## config.mk

```make
export PLATFORM = sky130hd
export DESIGN_NAME = regfile_write_arbiter
export DESIGN_NICKNAME = d
export VERILOG_FILES = /design/src/rtl/regfile_write_arbiter.sv
export SDC_FILE = /design/constraint.sdc
export NUM_CORES = 1
export LEC_CHECK = 0
export ABC_AREA = 0
export CAP_MARGIN = 20
export CELL_PAD_IN_SITES_DETAIL_PLACEMENT = 0
export CELL_PAD_IN_SITES_GLOBAL_PLACEMENT = 1
export CORE_UTILIZATION = 31
export DETAILED_ROUTE_END_ITERATION = 8
export GPL_TIMING_DRIVEN = 0
export PLACE_DENSITY = 0.85
export SLEW_MARGIN = 20
export SYNTH_ARGS = -nofsm -noshare
export SYNTH_HDL_FRONTEND = slang
export SYNTH_SLANG_ARGS = --single-unit
```

## constraint.sdc

```tcl
create_clock -name clk -period 4 [get_ports clk]
set_clock_uncertainty 0.05 [all_clocks]
set_input_delay 0.8 -clock clk [delete_from_list [all_inputs] [get_ports clk]]
set_output_delay 0.8 -clock clk [all_outputs]
set_load 0.005 [all_outputs]
```

## src/rtl/regfile_write_arbiter.sv

```systemverilog
// Register-file write port arbiter.
// Two writeback sources (ALU results and memory-load results) share one
// register-file write port. Loads normally win a contested cycle. A saturating
// wait counter tracks how long a pending ALU write has stalled. Once it reaches
// MAX_WAIT, the ALU wins the next contested cycle, so it always makes progress.
// The winning write is registered and presented to the register decoder one
// cycle after the handshake.
module regfile_write_arbiter #(
  parameter int MAX_WAIT = 3,
  parameter int CNT_W    = 2,
  parameter bit DROP_R0  = 1'b1
) (
  input  logic        clk,
  input  logic        rst,
  input  logic        alu_valid,
  input  logic [4:0]  alu_reg,
  input  logic [31:0] alu_data,
  output logic        alu_ready,
  input  logic        mem_valid,
  input  logic [4:0]  mem_reg,
  input  logic [31:0] mem_data,
  output logic        mem_ready,
  output logic        RegWrite,
  output logic [4:0]  WriteReg,
  output logic [31:0] WriteData,
  output logic        alu_starved
);

  localparam logic [CNT_W-1:0] MaxWaitCnt = CNT_W'(MAX_WAIT);

  logic [CNT_W-1:0] waitCnt;
  logic [CNT_W-1:0] waitCntNext;
  logic             forceAlu;
  logic             aluXfer;
  logic             memXfer;

  // Grant: loads win unless the ALU has waited MAX_WAIT cycles. Both readies
  // are held low during reset, so requesters must re-present after reset.
  always_comb begin
    forceAlu  = alu_valid && (waitCnt == MaxWaitCnt);
    mem_ready = !rst && mem_valid && !forceAlu;
    alu_ready = !rst && alu_valid && !mem_ready;
    aluXfer   = alu_valid && alu_ready;
    memXfer   = mem_valid && mem_ready;
  end

  // Wait counter next state: clear when the ALU is idle or granted,
  // otherwise count stalled cycles up to MAX_WAIT and hold there.
  always_comb begin
    waitCntNext = waitCnt;
    if (!alu_valid || aluXfer) begin
      waitCntNext = '0;
    end else if (waitCnt != MaxWaitCnt) begin
      waitCntNext = waitCnt + 1'b1;
    end
  end

  // Wait counter and starvation flag registers.
  always_ff @(posedge clk or posedge rst) begin
    if (rst) begin
      waitCnt     <= '0;
      alu_starved <= 1'b0;
    end else begin
      waitCnt     <= waitCntNext;
      alu_starved <= (waitCntNext == MaxWaitCnt);
    end
  end

  // Output stage: capture the granted write. A write to r0 still updates
  // WriteReg/WriteData when DROP_R0 is set, but RegWrite stays low.
  always_ff @(posedge clk or posedge rst) begin
    if (rst) begin
      RegWrite  <= 1'b0;
      WriteReg  <= '0;
      WriteData <= '0;
    end else if (memXfer) begin
      RegWrite  <= !(DROP_R0 && (mem_reg == 5'd0));
      WriteReg  <= mem_reg;
      WriteData <= mem_data;
    end else if (aluXfer) begin
      RegWrite  <= !(DROP_R0 && (alu_reg == 5'd0));
      WriteReg  <= alu_reg;
      WriteData <= alu_data;
    end else begin
      RegWrite  <= 1'b0;
    end
  end

endmodule

```

==> impl_results.md <==
* Run status: completed
* CP endpoint kind: primary output
* Area share of fa/ha/maj cells after synthesis at 0%
* Crit-path max FO at 25
* Port bufs at ~120
* Largest family of logic cells by synthesized area: multiplexers
* Max VDD drop at about 0.00014 V
* P_leak at 1.71 nW
* #FFs+latches synth at slightly above 40
* TNS Setup at 0 ns
* Critical path class: in2out
* DRC at 0
* Power, Total at ~1.2 mW
* Met2 Usage GRT at about a quarter
* Htree depth at 2
* Number of global-route vias before repair at between 1500 and 2000
* Detailed Place HPWL at 4.05 mm
* IO Count at 119
* First drt pass iteration count at 4
* Nets at between 300 and 400
* Cts bufs inserted at 5
* Num rows at 31
* Crit path max-delay family: buffers and inverters
* Pwr Density at 325 nW/um2
* Synth warn at 0
* Vias per cell at 4.34
* Mux share of post-synthesis cell area at 47.9%
* Clock Latency Late Sink at ~0.28 ns
* Largest stage delay on the critical path at 0.67 ns
* Routed vias at roughly 1600
* Mapped cell area at roughly 2300 um2
* Final Hold Vio Count at 0
* Core box area at ~7300 um2
* Initial antenna violation count at 0
* Crit share post-route at ~93%
* RSZ-0062 raised after global routing: false
* Non-Filler Instances at 370
* Die height at 88.9 um
* Dpl cells at 362
* Routed Antenna Nets at 0
* Post-synthesis compound-gate area fraction at under 10%
* Die X at between 80 and 90 um
* Die ar. at between 7000 and 8000 um2
* Syn Inst Count at around 140
* Syn-to-layout area delta at 60.6%
* Worst setup path startpoint: rst
* CTS max path bufs at 2
* DP Area at 3660 um2
* Met3 global-route usage at 4.29%
* Worst hold start: waitCnt[1]
* Crit path buf inv count at 5
* Drt wl/cell at approximately 15 um
* Worst-Margin Slew at roughly 0.35 ns
* Clock-pin slew on the worst setup and hold paths at roughly 0.07 ns
* FF-to-FF Start: waitCnt[1]
* Layout cells sized above 1 at 34.3%
* Post-Route Utilization at between 50% and 60%
* WL final at roughly 5.4 mm
* Diodes inserted at 0
* Initial cell density of the core at about a third
* Largest net degree at the start of global routing at 26
* Register area share after synthesis at 43.9%
* Final setup vio count at 0
* Worst-path cell with the longest stage delay: clkdlybuf4s50_1
* Synth Area in Simple Gates at under 10%
* Critical Path RT at about 3.2 ns
* First-pass GRT wire length at 8.35 mm
* TritonCTS clock tree: built
* Setup Fix Bufs, Post-CTS at 0
* Aggregate global routing overflow at 0
* Hold WC Path Type: reg2reg
* Root buf cell: clkbuf_8
* Most common cell on crit path: clkdlybuf4s50_1
* CP Launch Type: primary input
* FMAX at roughly 270 MHz
* Xor/xnor cell area share of the yosys netlist at 0%
* Net Count, Synth at 222
* Slew Limit Fails at 0
* Crit path cell chain: clkdlybuf4s50_1, inv_6, buf_12, nand3_2, buf_4, and2_1, clkdlybuf4s50_1
* Syn_area_per_cell at about 16 um2
* Worst slew margin at ~77%
* Post-layout minimum cycle time at 3.73 ns
* GR Util met1 at around 18%
* RePlAce Congestion at about 0.71
* Library cells used by synthesis at 14
* GRT busiest layer: met2
* Gr usage total at about 14%
* Arr. time, crit path at approximately 2.9 ns
* MaxCap Viol Count at 0
* Sink Count at 41
* Final Cell Area at roughly 3800 um2
* DRT iter0 DRCs at 20
==> cells by family (layout without fill, tap and decap cells) <==
logic type,after synthesis,in the layout
buffers and inverters,10,137
multiplexers,75,75
flip-flops,41,41
AND/OR/NAND/NOR,13,13
AO/OA/AOI/OAI,5,5
==> layer usage <==
layer / share of wire [%] / wire [um]
met1: 42 / 2280
met2: 49 / 2640
met3: 7.7 / 416
met4: 0.69 / 37
met5: 0 / 0
==> worst paths after layout <==
kind	cells after the start	to	slack [ns]
min reg2reg	2	alu_starved	0.51
max in group asynchronous	3	WriteData[23]	2.59
max reg2reg	4	WriteData[22]	2.58
min in group asynchronous	2	WriteData[31]	0.93
min	2	alu_starved	0.51
max	7	alu_ready	0.27
==> Yosys cell counts <==
master	n	area [um2]
or4_1	2	15.0
mux2_4	74	1110
buf_4	1	7.51
dfrtp_1	41	1030
nor2_1	3	11.3
inv_1	2	7.51
and2_1	2	12.5
a21oi_1	2	10.0
o21ai_0	3	15.0
nand2_1	3	11.3
buf_6	7	78.8
nand3_1	2	10.0
nor2b_4	1	13.8
mux2i_1	1	10.0
==> sequential cells by signal, indices dropped and copies added (netlist names) <==
signal and flops:
RegWrite 1, waitCnt 2, WriteReg 5, alu_starved 1, WriteData 32
==> metrics by stage <==
step	hold WS (ns)	setup WS, ns
3_3_place_gp	0.497	-1.21
5_1_grt	0.549	0.0848
3_5_place_dp	0.498	-0.0658
2_1_floorplan	0.471	0.558
4_1_cts	0.508	0.0457
6_report	0.508	0.266
==> worst reg2reg max path: cells and delay by family (launching register included) <==
kind | cells | cell delay (ns)
DFF | 1 | 0.42
muxes | 1 | 0.31
and+or+nand+nor | 2 | 0.28
buffers and inverters | 1 | 0.25
==> report_power, final <==
group / switching [mW] / total (mW) / internal, mW
Clock: 0.140 / 0.261 / 0.121
Sequential: 0.0345 / 0.509 / 0.475
Combinational: 0.112 / 0.449 / 0.337
==> layout make-up <==
cell class | instances | area (um2)
fill | 661 | 3530
buffer | 8 | 86.3
multi-input combinational | 93 | 1220
inverter | 2 | 12.5
clock inverter | 2 | 10.0
clock buffer | 6 | 72.6
tap | 99 | 124
timing repair buffer | 119 | 1200
sequential | 41 | 1030
==> cells in the final DEF (no fill, tap or decap), drive strengths merged <==
cell,Yosys,routed
nor2b,1,1
or4,2,2
nand3,2,2
mux2,74,74
mux2i,1,1
clkdlybuf4s50,0,118
clkinv,0,2
o21ai,3,3
dfrtp,41,41
inv,2,2
nand2,3,3
clkbuf,0,6
nor2,3,3
buf,8,9
and2,2,2
a21oi,2,2
==> timing repair <==
item                       in CTS  in global routing
hold buffers                    0                  0
gates resized for setup         1                  2
setup endpoints to repair       2                  2
(Power assumes the default switching activity.)
